$ cat config.mk
export PLATFORM = sky130hd
export DESIGN_NAME = mem_to_reg_flat
export DESIGN_NICKNAME = d
export VERILOG_FILES = /design/src/rtl/mem_to_reg_if.sv /design/src/rtl/mem_to_reg.sv /design/src/flat_wrapper.sv
export SDC_FILE = /design/constraint.sdc
export NUM_CORES = 1
export LEC_CHECK = 0
export ABC_CLOCK_PERIOD_IN_PS = 2500
export CAP_MARGIN = 10
export CORE_ASPECT_RATIO = 2
export CORE_MARGIN = 1.5
export CORE_UTILIZATION = 45
export CTS_CLUSTER_DIAMETER = 40
export DETAILED_ROUTE_END_ITERATION = 12
export DONT_BUFFER_PORTS = 1
export PLACE_DENSITY = 0.66
export SLEW_MARGIN = 0
export SYNTH_ARGS = -nofsm -noshare
export SYNTH_HDL_FRONTEND = slang
export SYNTH_SLANG_ARGS = --single-unit
$ cat constraint.sdc
create_clock -name clk_i -period 2.5 [get_ports clk_i]
set_input_delay 0.5 -clock clk_i [delete_from_list [all_inputs] [get_ports clk_i]]
set_output_delay 0.5 -clock clk_i [all_outputs]
set_load 0.01 [all_outputs]
$ cat src/rtl/mem_to_reg_if.sv
// Register-bus payload types and the SRAM-style memory port bundle used by mem_to_reg.

package mem_to_reg_pkg;

  localparam int unsigned RegAw = 32;
  localparam int unsigned RegDw = 32;

  typedef struct packed {
    logic                   valid;
    logic                   write;
    logic [RegAw-1:0]       addr;
    logic [RegDw-1:0]       wdata;
    logic [RegDw/8-1:0]     wstrb;
  } reg_req_t;

  typedef struct packed {
    logic                   ready;
    logic [RegDw-1:0]       rdata;
    logic                   error;
  } reg_rsp_t;

endpackage

// Memory-side request/grant/response port. The initiator is the master, the bridge the slave.
interface mem_to_reg_if #(
  parameter int unsigned AW = 32,
  parameter int unsigned DW = 32
);

  logic            req;
  logic            gnt;
  logic            we;
  logic [AW-1:0]   addr;
  logic [DW-1:0]   wdata;
  logic [DW/8-1:0] wstrb;
  logic [DW-1:0]   rdata;
  logic            rvalid;
  logic            rerror;

  modport master (
    output req, we, addr, wdata, wstrb,
    input  gnt, rdata, rvalid, rerror
  );

  modport slave (
    input  req, we, addr, wdata, wstrb,
    output gnt, rdata, rvalid, rerror
  );

endinterface

$ cat src/rtl/mem_to_reg.sv
// Bridge from an SRAM-style memory port to the register bus. Each granted memory request
// masters exactly one register-bus transaction and returns exactly one rvalid pulse.
// An optional timeout aborts accesses to peripherals that never assert ready.

module mem_to_reg #(
  parameter int unsigned AW            = 32,
  parameter int unsigned DW            = 32,
  parameter int unsigned TimeoutCycles = 0,
  parameter type         req_t         = mem_to_reg_pkg::reg_req_t,
  parameter type         rsp_t         = mem_to_reg_pkg::reg_rsp_t
) (
  input  logic        clk_i,
  input  logic        rst_i,
  mem_to_reg_if.slave mem,
  output req_t        reg_req_o,
  input  rsp_t        reg_rsp_i
);

  // A zero-width counter is illegal, so keep one bit when the timeout is disabled.
  localparam int unsigned CntW = (TimeoutCycles > 0) ? $clog2(TimeoutCycles + 1) : 1;
  localparam int unsigned SW   = DW / 8;

  typedef enum logic [0:0] {StIdle, StAccess} state_e;

  state_e          state_q;
  logic            we_q;
  logic [AW-1:0]   addr_q;
  logic [DW-1:0]   wdata_q;
  logic [SW-1:0]   wstrb_q;
  logic [CntW-1:0] cnt_q;
  logic            rvalid_q;
  logic [DW-1:0]   rdata_q;
  logic            rerror_q;
  logic            timeout_hit;

  // Last permitted wait cycle: the access aborts here unless ready arrives in the same cycle.
  if (TimeoutCycles > 0) begin : g_timeout
    assign timeout_hit = (cnt_q == CntW'(TimeoutCycles - 1));
  end else begin : g_no_timeout
    assign timeout_hit = 1'b0;
  end

  // Grant is combinational so a request can be accepted in the same cycle rvalid is returned.
  assign mem.gnt = (state_q == StIdle) && mem.req && !rst_i;

  // Transaction FSM: capture on grant, hold the bus request, complete on ready or timeout.
  always_ff @(posedge clk_i) begin
    if (rst_i) begin
      state_q  <= StIdle;
      we_q     <= 1'b0;
      addr_q   <= '0;
      wdata_q  <= '0;
      wstrb_q  <= '0;
      cnt_q    <= '0;
      rvalid_q <= 1'b0;
      rdata_q  <= '0;
      rerror_q <= 1'b0;
    end else begin
      rvalid_q <= 1'b0;
      unique case (state_q)
        StIdle: begin
          if (mem.req) begin
            we_q    <= mem.we;
            addr_q  <= mem.addr;
            wdata_q <= mem.wdata;
            wstrb_q <= mem.wstrb;
            cnt_q   <= '0;
            state_q <= StAccess;
          end
        end
        StAccess: begin
          if (reg_rsp_i.ready) begin
            // Writes return zero data so the memory side never sees stale peripheral data.
            rdata_q  <= we_q ? '0 : reg_rsp_i.rdata;
            rerror_q <= reg_rsp_i.error;
            rvalid_q <= 1'b1;
            state_q  <= StIdle;
          end else if (timeout_hit) begin
            // Abort drops valid without a handshake to recover from a dead peripheral.
            rdata_q  <= '0;
            rerror_q <= 1'b1;
            rvalid_q <= 1'b1;
            state_q  <= StIdle;
          end else begin
            cnt_q <= cnt_q + CntW'(1);
          end
        end
        default: state_q <= StIdle;
      endcase
    end
  end

  // Register-bus request is driven only in ACCESS, straight from captured flops.
  always_comb begin
    reg_req_o = '0;
    if (state_q == StAccess) begin
      reg_req_o.valid          = 1'b1;
      reg_req_o.write          = we_q;
      reg_req_o.addr[AW-1:0]   = addr_q;
      reg_req_o.wdata          = wdata_q;
      reg_req_o.wstrb          = wstrb_q;
    end
  end

  assign mem.rvalid = rvalid_q;
  assign mem.rdata  = rdata_q;
  assign mem.rerror = rerror_q;

endmodule

$ cat src/flat_wrapper.sv
// flat-port wrapper written by rule: the top's interface ports become plain ports
module mem_to_reg_flat 
#(
  parameter int unsigned AW            = 32,
  parameter int unsigned DW            = 32,
  parameter int unsigned TimeoutCycles = 0,
  parameter type         req_t         = mem_to_reg_pkg::reg_req_t,
  parameter type         rsp_t         = mem_to_reg_pkg::reg_rsp_t
)
  (clk_i, rst_i, reg_req_o, reg_rsp_i, mem_req, mem_we, mem_addr, mem_wdata, mem_wstrb, mem_gnt, mem_rdata, mem_rvalid, mem_rerror);
  mem_to_reg_if #(.AW(AW), .DW(DW)) mem_i ();
  input  logic clk_i;
  input  logic rst_i;
  output req_t reg_req_o;
  input  rsp_t reg_rsp_i;
  input wire logic [$bits(mem_i.req)-1:0] mem_req;
  input wire logic [$bits(mem_i.we)-1:0] mem_we;
  input wire logic [$bits(mem_i.addr)-1:0] mem_addr;
  input wire logic [$bits(mem_i.wdata)-1:0] mem_wdata;
  input wire logic [$bits(mem_i.wstrb)-1:0] mem_wstrb;
  output wire logic [$bits(mem_i.gnt)-1:0] mem_gnt;
  output wire logic [$bits(mem_i.rdata)-1:0] mem_rdata;
  output wire logic [$bits(mem_i.rvalid)-1:0] mem_rvalid;
  output wire logic [$bits(mem_i.rerror)-1:0] mem_rerror;
  assign mem_i.req = mem_req;
  assign mem_i.we = mem_we;
  assign mem_i.addr = mem_addr;
  assign mem_i.wdata = mem_wdata;
  assign mem_i.wstrb = mem_wstrb;
  assign mem_gnt = mem_i.gnt;
  assign mem_rdata = mem_i.rdata;
  assign mem_rvalid = mem_i.rvalid;
  assign mem_rerror = mem_i.rerror;
  mem_to_reg #(.AW(AW), .DW(DW), .TimeoutCycles(TimeoutCycles), .req_t(req_t), .rsp_t(rsp_t)) u_core (.clk_i(clk_i), .rst_i(rst_i), .mem(mem_i), .reg_req_o(reg_req_o), .reg_rsp_i(reg_rsp_i));
endmodule
# After elaboration in Yosys (flattened, before gate mapping)
# Cells that the tools add are included.
dict set report totals {
  reg_bits 104
  output_inout_bits 105
}
dict set report classes {
  bitwise_logic 1
  n_reduce_logical 6
  n_mux 6
}
# cell count
set op_table {}
lappend op_table {{two-way mux 70 bit} 1}
lappend op_table {{two-way mux 32 bit} 1}
lappend op_table {{AND reduction 2 bit} 2}
lappend op_table {{two-way mux 1 bit} 3}
lappend op_table {{logical AND 1 bit} 2}
lappend op_table {{case mux 1 bit (2 select lines)} 1}
lappend op_table {{OR reduction 2 bit} 1}
lappend op_table {{logical NOT 1 bit} 1}
lappend op_table {{inverter 1 bit} 1}

# Longest topological paths before layout
# Gate-level depths: netlist of the first run.
dict set report depth {
  depth_word 3
  mapped_depth 7
  mapped_depth_nobuf 3
}

# Worst setup path before layout of the first run
# OpenSTA, ideal clock, no wires.
dict set report synth_timing {
  path_kind {flip-flop to output port}
  startpoint {register u_core.state_q}
  endpoint {output mem_gnt}
  t_arrival_ns 1.020
  setup_slack_ns 0.980
  path_stages_with_launch 6
  n_path_buf 3
  cell_sequence {dfxtp_1 > buf_6 > nand2b_1 > buf_4 > buf_2 > nor2_1}
}
dict set report synth_between {
  elab_chain_cells 3
}
# element line
set synth_rtl {}
lappend synth_rtl {{start: declaration} mem_to_reg.sv:25} ;# state_e state_q;
lappend synth_rtl {{start signal: assignment} mem_to_reg.sv:49} ;# state_q <= StIdle;
lappend synth_rtl {{start signal: assignment} mem_to_reg.sv:68} ;# state_q <= StAccess;
lappend synth_rtl {{start signal: assignment} mem_to_reg.sv:77} ;# state_q <= StIdle;
lappend synth_rtl {{inverter 1 bit (no source line)} --}
lappend synth_rtl {{logical AND 1 bit (2 in series)} mem_to_reg.sv:44} ;# assign mem.gnt = (state_q == StIdle) && mem.req && !rst_i;
lappend synth_rtl {{end: declaration} flat_wrapper.sv:21} ;# output wire logic [$bits(mem_i.gnt)-1:0] mem_gnt;
# Every way passes these cells.

==> metrics, run 1 <==
CTS clk-pin slew, worst paths=about 0.07 ns; clk buf depth=2; Die W=a little over 70 microns; hold path start=rst_i; CTS root buffer=clkbuf_16; largest net degree at the start of global routing=between 100 and 150; post-synth top area cell=dfxtp_1; die area=slightly above 0.01 sq mm; Pins Over Slew Limit=0; CP peak stage delay=0.65 ns; critical path fanouts, max=75; critical path capture point type=primary output; Switching Fraction=about a quarter; placed cell count=about 600; H-tree depth=3; Hold Buf Count CTS=0; final worst slack=approximately 0.36 ns; GPL Wtd Cong=~0.77; Buffers on Ports=0; crit path DAT=1.64 ns; Seq/Total Area, Yosys=48.0%; DRC=0; worst hold path class=input port to register; Top Ports=211; top-area cell type share of the netlist area=around half; Ys Warns=0; Synth Register Bits=between 100 and 150; total CTS buffers=9; Area contributors post-synth=dfxtp_1 48%, nand2_1 14%, a21oi_1 11%, and2_1 10%, nand4b_1 6.5%; f_max=~0.47 GHz; non-filler instance count after layout=approximately 610; Reg-to-Reg Start=u_core.state_q$_SDFF_PP0_; num rows=50; fin crit share=85.4%; Initial Util=between 40% and 50%; run status=finished clean; Pwr per Cell Area=763 mW/mm^2; critical-path cell list=buf_12 -> and2_1; Sum Neg Setup Slack=0 ns; Skew-Pair Late Insertion Delay=about 0.34 ns; placed standard-cell area=roughly 0.0043 sq mm; CTS tree=yes; final setup vio count=0; Final #Nets=between 600 and 700; HPWL after detailed placement=6710 microns; Syn Area/Cell=roughly 8 sq um; Slew @ Worst Pin=0.704 ns; WL/cell=approximately 17 microns; gr ovfl total=0; critical path class=register to primary output; CTS resizes=0; maxcap violations=0; Pint=2.65 mW; Iter 0 DRT Violations=about 160; Post-Synthesis Cell Area=between 0.004 and 0.005 sq mm; clock skew=between 0.006 and 0.007 ns; RSZ-0062 raised after global routing=no; Final Util=48.5%; initial antenna violation count=0; leakage=between 1.5 and 2 nW; Placeable Area=around 0.0094 sq mm; minimum period implied by the final worst setup slack=2.14 ns; Setup crit start kind=register; part of the power in combinational logic=between 7 and 8%; syn_nets=~640; Post-Place Worst Slack=approximately 0.64 ns; TritonRoute pass-1 iters=5; Clk pwr share=around 41%; Critical Path RT=2.00 ns; post-CTS setup buffers=0; CP max-delay cell=dfxtp_2; Flop pwr share=51.9%; Sink Count=around 100; cells after synthesis=537; vias=3,431; share of cells above drive strength 1=between 8 and 9%; first-pass GRT wire length=15,300 microns; Yosys cell types=18; maximum VDD drop=a little over 400 uV; ANT nets after route=0; Ant. Diodes=0; final wirelength=~10,000 microns; max_slew headroom=between 50 and 60%; final instance area=between 0.004 and 0.005 sq mm; vias in the first global route=about 3,200; overall routing resource usage=between 10% and 20%; Worst Setup SP=u_core.state_q$_SDFF_PP0_; Sw Pwr=about 0.82 mW; Hold Fails Final Rpt=0; Die Span Y=roughly 140 microns; Via density=between 5 and 6; Area Growth Syn to Fin=4.99%
synth_stat cells:
cell	number
a21oi_2	10
a21oi_1	93
dfxtp_1	104
nand2_1	162
buf_4	11
nand2_2	10
nor2_1	2
buf_8	1
buf_2	14
buf_1	3
buf_6	1
buf_12	1
and2_1	69
nand2b_1	2
nand3_1	1
nand4b_1	32
clkbuf_1	20
nor2b_2	1
metrics by stage:
step / hold WS [ns] / power [mW]
after floorplan: 0.432 / 2.10
after global placement: 0.431 / 2.10
after detailed placement: 0.436 / 2.11
after CTS: 0.203 / 3.52
after global routing: 0.190 / 3.62
final: 0.219 / 3.47
routing by layer:
metal	up-vias	part of all wire [%]	track usage, %
li1	1675	-	-
met5	-	0	0
met4	0	2.8	8.64
met2	149	51	33.2
met3	20	7.3	5.18
met1	1587	39	20.7
area by class of cell:
class	instances	area, sq um
sequential	104	2080
timing repair buffer	5	62.6
fill	944	4830
multi-input combinational	382	1980
clock inverter	4	53.8
tap	104	130
clock buffer	12	246
state kept, by name, summed over array words and instances (netlist names):
name and cells:
u_core.mem.rerror 1, u_core.wdata_q 32, u_core.wstrb_q 4, u_core.mem.rvalid 1, u_core.addr_q 32, u_core.state_q 1, u_core.we_q 1, u_core.mem.rdata 32
critical path, delay by kind of cell, from the launching register on:
family	cells	cell delay, ns
flops	1	0.65
simple gates	1	0.26
buf+inv	1	0.33
cells by family after synthesis:
| family | after synthesis | share of synthesized area, % |
|---|---|---|
| and+or+nand+nor | 279 | 32.7 |
| AOI/OAI and AO/OA | 103 | 12.8 |
| DFF | 104 | 48.0 |
| buffers and inverters | 51 | 6.58 |
final timing paths:
| path | endpoint | slack (ns) | depth (start not counted) |
|---|---|---|---|
| worst max-delay path | reg_req_o[20] | 0.36 | 2 |
| worst min-delay path | u_core.wdata_q[27]$_SDFFE_PP0P_ | 0.22 | 1 |
| worst max register to register | u_core.wdata_q[23]$_SDFFE_PP0P_ | 0.65 | 4 |
| worst min register to register | u_core.addr_q[11]$_SDFFE_PP0P_ | 0.45 | 2 |
cells in the final DEF, fill, tap and decap left out, drive strengths merged:
cell / n
clkinv: 1
nor2b: 1
bufinv: 1
and2: 69
clkinvlp: 2
nor2: 2
dfxtp: 104
buf: 5
nand2: 172
clkbuf: 12
nand3: 1
nand2b: 2
nand4b: 32
a21oi: 103
power by group through the flow:
stage	sequential [mW]	combinational, mW	clock (mW)
after CTS	1.80	0.269	1.45
final	1.80	0.265	1.41
after detailed placement	1.84	0.269	0
after global placement	1.84	0.260	0
after floorplan	1.82	0.283	0
after global routing	1.81	0.299	1.51
No activity file was read; power rests on OpenSTA's default activity.
==> run 2: changes to the inputs <==
--- a/config.mk
+++ b/config.mk
@@ -13,8 +13,7 @@
 export CTS_CLUSTER_DIAMETER = 40
 export DETAILED_ROUTE_END_ITERATION = 12
 export DONT_BUFFER_PORTS = 1
-export PLACE_DENSITY = 0.66
-export SLEW_MARGIN = 0
+export PLACE_DENSITY_LB_ADDON = 0.25
 export SYNTH_ARGS = -nofsm -noshare
 export SYNTH_HDL_FRONTEND = slang
 export SYNTH_SLANG_ARGS = --single-unit
==> metrics, run 2 (synthesized netlist as in run 1, its figures left out) <==
final-layout fill cell count=940 (was 944); clock skew=0.00884 ns (was 0.00613 ns); ANT nets after route=0 (unchanged); Hold Fails Final Rpt=0 (unchanged); Hold Buf Count CTS=0 (unchanged); non-filler instance count after layout=614 (was 611); gr ovfl total=0 (unchanged); critical path capture point type=primary output (unchanged); final instance area=0.00456 sq mm (was 0.00455 sq mm); WL/cell=16.8 microns (was 16.6 microns); max_slew headroom=51.2% (was 53.0%); Final #Nets=611 (was 608); CP peak stage delay=0.76 ns (was 0.65 ns); final worst slack=0.253 ns (was 0.364 ns); share of cells above drive strength 1=9.22% (was 8.28%); GPL Wtd Cong=0.768 (about the same); commonest cells after routing, fill and taps aside=162 x nand2_1, 103 x dfxtp_1, 93 x a21oi_1 (unchanged); DRC=0 (unchanged); Top Ports=211 (unchanged); vias=3,447 (was 3,431); num rows=50 (unchanged); Iter 0 DRT Violations=134 (was 161); placed standard-cell area=0.00426 sq mm (was 0.00425 sq mm); final wirelength=10,300 microns (was 10,200 microns); first-pass GRT wire length=15,400 microns (was 15,300 microns); commonest non-fill, non-tap cell in the layout=nand2_1 (unchanged); Placeable Area=0.00938 sq mm (unchanged); Setup crit start kind=register (unchanged); maxcap violations=0 (unchanged); hold depth=1 (unchanged); TritonRoute pass-1 iters=5 (unchanged); RSZ-0062 raised after global routing=no (unchanged); CTS resizes=0 (unchanged); delay-heaviest family, CP=flip-flops (unchanged); Slew @ Worst Pin=0.732 ns (was 0.704 ns); critical path class=register to primary output (unchanged); fin crit share=89.9% (was 85.4%); Sum Neg Setup Slack=0 ns (unchanged); Sw Pwr=0.835 mW (was 0.825 mW); FF-to-FF path depth=4 (unchanged); Die Span Y=142 microns (unchanged); overall routing resource usage=19.2% (was 18.9%); maximum VDD drop=418 uV (was 406 uV); Switching Fraction=24.2% (was 23.8%); worst hold path class=input port to register (unchanged); f_max=0.445 GHz (was 0.468 GHz); CTS tree=yes (unchanged); vias in the first global route=3,229 (was 3,192); Via density=5.61 (was 5.62); placed cell count=598 (was 595); Clk pwr share=39.9% (was 40.5%); leakage=1.64 nW (was 1.62 nW); Initial Util=46.2% (unchanged); die area=0.0103 sq mm (unchanged); Critical Path RT=2.00 ns (about the same); minimum period implied by the final worst setup slack=2.25 ns (was 2.14 ns); worst path bufs/invs=1 (unchanged); critical-path cell list=buf_4 -> and2_1 (was buf_12 -> and2_1); largest net degree at the start of global routing=106 (unchanged); CTS root buffer=clkbuf_16 (unchanged); Flop pwr share=52.4% (was 51.9%); Post-Place Worst Slack=0.594 ns (was 0.641 ns); Skew-Pair Late Insertion Delay=0.33 ns (was 0.34 ns); Pint=2.61 mW (was 2.65 mW); Buffers on Ports=0 (unchanged); crit path DAT=1.75 ns (was 1.64 ns); total CTS buffers=9 (unchanged); Pins Over Slew Limit=0 (unchanged); CP max-delay cell=dfxtp_2 (unchanged); Sink Count=104 (unchanged); run status=finished clean (unchanged); post-CTS setup buffers=0 (unchanged); Area Growth Syn to Fin=5.25% (was 4.99%); Final Util=48.6% (was 48.5%); critical path fanouts, max=40 (was 75); HPWL after detailed placement=6950 microns (was 6710 microns); CP Depth=2 (unchanged); Pwr per Cell Area=755 mW/mm^2 (was 763 mW/mm^2); Die W=72.4 microns (unchanged); initial antenna violation count=0 (unchanged); part of the power in combinational logic=7.7% (was 7.6%); Ant. Diodes=0 (unchanged); CTS clk-pin slew, worst paths=0.07 ns (about the same); final setup vio count=0 (unchanged); H-tree depth=3 (unchanged); clk buf depth=2 (unchanged)
==> run 2: power by group through the flow <==
stage	sequential (mW)	combinational [mW]	clock (mW)
CTS	1.81	0.268	1.41
finish	1.81	0.264	1.37
global placement	1.84	0.258	0
floorplan	1.82	0.283	0
detailed placement	1.85	0.268	0
global route	1.82	0.297	1.50
==> run 2: stage by stage <==
stage,hold slack (ns),total power [mW]
after floorplan,0.432,2.10
after global placement,0.432,2.10
after detailed placement,0.436,2.11
after CTS,0.213,3.49
after global routing,0.204,3.61
final,0.230,3.45
==> run 2: worst reg2reg max path, cell delays in order (launching register included) <==
cell and delay [ns]:
dfxtp_2 0.76, buf_4 0.42, buf_4 0.25, nand4b_1 0.12, a21oi_1 0.16
==> run 2: routing by layer <==
metal	up-vias	routed length, microns	global-route usage (%)
met5	-	0	0
met4	0	223	7.85
met3	15	695	4.90
met2	147	5580	36.0
met1	1613	3820	19.6
li1	1672	-	-
==> run 2: layout make-up <==
| class | instances | area [sq um] | share of cell area [%] |
|---|---|---|---|
| repair buffers | 8 | 72.6 | 1.59 |
| well taps | 104 | 130 | 2.85 |
| clock buffers | 12 | 267 | 5.84 |
| multi-input cells | 382 | 1980 | 43.3 |
| clock inverters | 4 | 35.0 | 0.768 |
| flip-flops and latches | 104 | 2080 | 45.6 |
==> run 2: worst paths after layout <==
path / from / endpoint / slack, ns
setup / recovery: u_core.state_q$_SDFF_PP0_ / reg_req_o[30] / 0.25
setup reg to reg: u_core.state_q$_SDFF_PP0_ / u_core.mem.rdata[2]$_SDFFE_PP0P_ / 0.72
hold / removal: rst_i / u_core.mem.rdata[3]$_SDFFE_PP0P_ / 0.23
hold reg to reg: u_core.wdata_q[6]$_SDFFE_PP0P_ / u_core.wdata_q[6]$_SDFFE_PP0P_ / 0.44
==> run 3: changes to the inputs <==
--- a/config.mk
+++ b/config.mk
@@ -8,7 +8,6 @@
 export ABC_CLOCK_PERIOD_IN_PS = 2500
 export CAP_MARGIN = 10
 export CORE_ASPECT_RATIO = 2
-export CORE_MARGIN = 1.5
 export CORE_UTILIZATION = 45
 export CTS_CLUSTER_DIAMETER = 40
 export DETAILED_ROUTE_END_ITERATION = 12
==> metrics, run 3 (synthesized netlist as in run 1, its figures left out) <==
critical path capture point type=primary output (unchanged); Setup crit start kind=register (unchanged); vias in the first global route=3,216 (was 3,229); final-layout fill cell count=909 (was 940); H-tree depth=3 (unchanged); leakage=1.66 nW (was 1.64 nW); fin crit share=74.9% (was 89.9%); Slew @ Worst Pin=0.390 ns (was 0.732 ns); final hold slack=0.236 ns (was 0.230 ns); Sum Neg Setup Slack=0 ns (unchanged); Final #Nets=610 (was 611); critical path class=register to primary output (unchanged); f_max=0.534 GHz (was 0.445 GHz); Hold Fails Final Rpt=0 (unchanged); Hold Buf Count CTS=0 (unchanged); maxcap violations=0 (unchanged); Initial Util=46.2% (unchanged); share of cells above drive strength 1=8.50% (was 9.22%); overall routing resource usage=19.7% (was 19.2%); Pwr per Cell Area=802 mW/mm^2 (was 755 mW/mm^2); GPL Wtd Cong=0.771 (was 0.768); run status=finished clean (unchanged); Placeable Area=0.00938 sq mm (unchanged); CTS clk-pin slew, worst paths=0.06 ns (was 0.07 ns); final setup vio count=0 (unchanged); CP peak stage delay=0.38 ns (was 0.76 ns); total CTS buffers=9 (unchanged); max_slew headroom=74.0% (was 51.2%); commonest non-fill, non-tap cell in the layout=nand2_1 (unchanged); Iter 0 DRT Violations=202 (was 134); vias=3,469 (was 3,447); DRC=0 (unchanged); delay-heaviest family, CP=flip-flops (unchanged); Buffers on Ports=0 (unchanged); Ant. Diodes=0 (unchanged); minimum period implied by the final worst setup slack=1.87 ns (was 2.25 ns); Critical Path RT=2.00 ns (about the same); Via density=5.69 (was 5.61); Area Growth Syn to Fin=6.38% (was 5.25%); crit path DAT=1.37 ns (was 1.75 ns); CTS tree=yes (unchanged); HPWL after detailed placement=6840 microns (was 6950 microns); Die W=71.4 microns (was 72.4 microns); CP max-delay cell=dfxtp_2 (unchanged); gr ovfl total=0 (unchanged); critical path fanouts, max=50 (was 40); Die Span Y=141 microns (was 142 microns); WL/cell=16.9 microns (was 16.8 microns); clk buf depth=2 (unchanged); first-pass GRT wire length=15,600 microns (was 15,400 microns); TritonRoute pass-1 iters=4 (was 5); clock skew=0.00449 ns (was 0.00884 ns); CTS resizes=0 (unchanged); maximum VDD drop=532 uV (was 418 uV); RSZ-0062 raised after global routing=no (unchanged); worst path bufs/invs=1 (unchanged); Sink Count=104 (unchanged); Pins Over Slew Limit=0 (unchanged); initial antenna violation count=0 (unchanged); Top Ports=211 (unchanged); CTS root buffer=clkbuf_16 (unchanged); commonest cells after routing, fill and taps aside=162 x nand2_1, 103 x dfxtp_1, 93 x a21oi_1 (unchanged); num rows=50 (unchanged); largest net degree at the start of global routing=106 (unchanged); Skew-Pair Late Insertion Delay=0.33 ns (about the same); worst hold path class=input port to register (unchanged); post-CTS setup buffers=0 (unchanged); final wirelength=10,300 microns (about the same); die area=0.0101 sq mm (was 0.0103 sq mm); ANT nets after route=0 (unchanged); critical-path cell list=buf_4 -> and2_1 (unchanged)
-- run 3: cell types whose count changed in the layout (fill, tap and decap cells not counted) --
cell / delta
buf_12: +1
buf_4: -2
bufinv_16: +4
clkbuf_8: -3
clkinv_4: -2
inv_6: -2
-- run 3: routing by layer --
layer	global-route usage, %	share of wire [%]
met2	34.1	51
met4	12.0	4.2
met3	5.29	7.3
met1	20.9	38
met5	0	0
-- run 3: worst paths after layout --
path / from / to / slack, ns / cells past startpoint
worst max-delay path: u_core.state_q$_SDFF_PP0_ / reg_req_o[0] / 0.63 / 2
worst min-delay path: rst_i / u_core.wstrb_q[2]$_SDFFE_PP0P_ / 0.24 / 1
worst max register to register: u_core.state_q$_SDFF_PP0_ / u_core.mem.rdata[31]$_SDFFE_PP0P_ / 0.95 / 5
worst min register to register: u_core.wdata_q[3]$_SDFFE_PP0P_ / u_core.wdata_q[3]$_SDFFE_PP0P_ / 0.45 / 2
-- run 3: per-stage QoR --
stage          util [%]  std cells  instance area (sq um)  power [mW]  setup slack (ns)
2_1_floorplan         -        537                   4340        2.10             0.980
3_3_place_gp       45.5        597                   4270        2.10             0.983
3_5_place_dp       45.5        597                   4270        2.11             0.955
4_1_cts            49.2        610                   4610        3.76             0.607
5_1_grt            49.2        610                   4610        3.87             0.531
6_report           49.2        610                   4610        3.70             0.627
-- run 3: final cells by class --
cell class | instances | area, sq um | area share [%]
clock inverters | 4 | 120 | 2.60
clock buffers | 9 | 225 | 4.88
well taps | 104 | 130 | 2.82
multi-input cells | 382 | 1980 | 42.9
repair buffers | 7 | 77.6 | 1.68
flip-flops and latches | 104 | 2080 | 45.2
-- run 3: power by group --
group	total, mW	internal, mW	switching (mW)
Sequential	1.79	1.74	0.0514
Clock	1.63	1.06	0.564
Combinational	0.277	0.101	0.176
Total	3.70	2.91	0.791
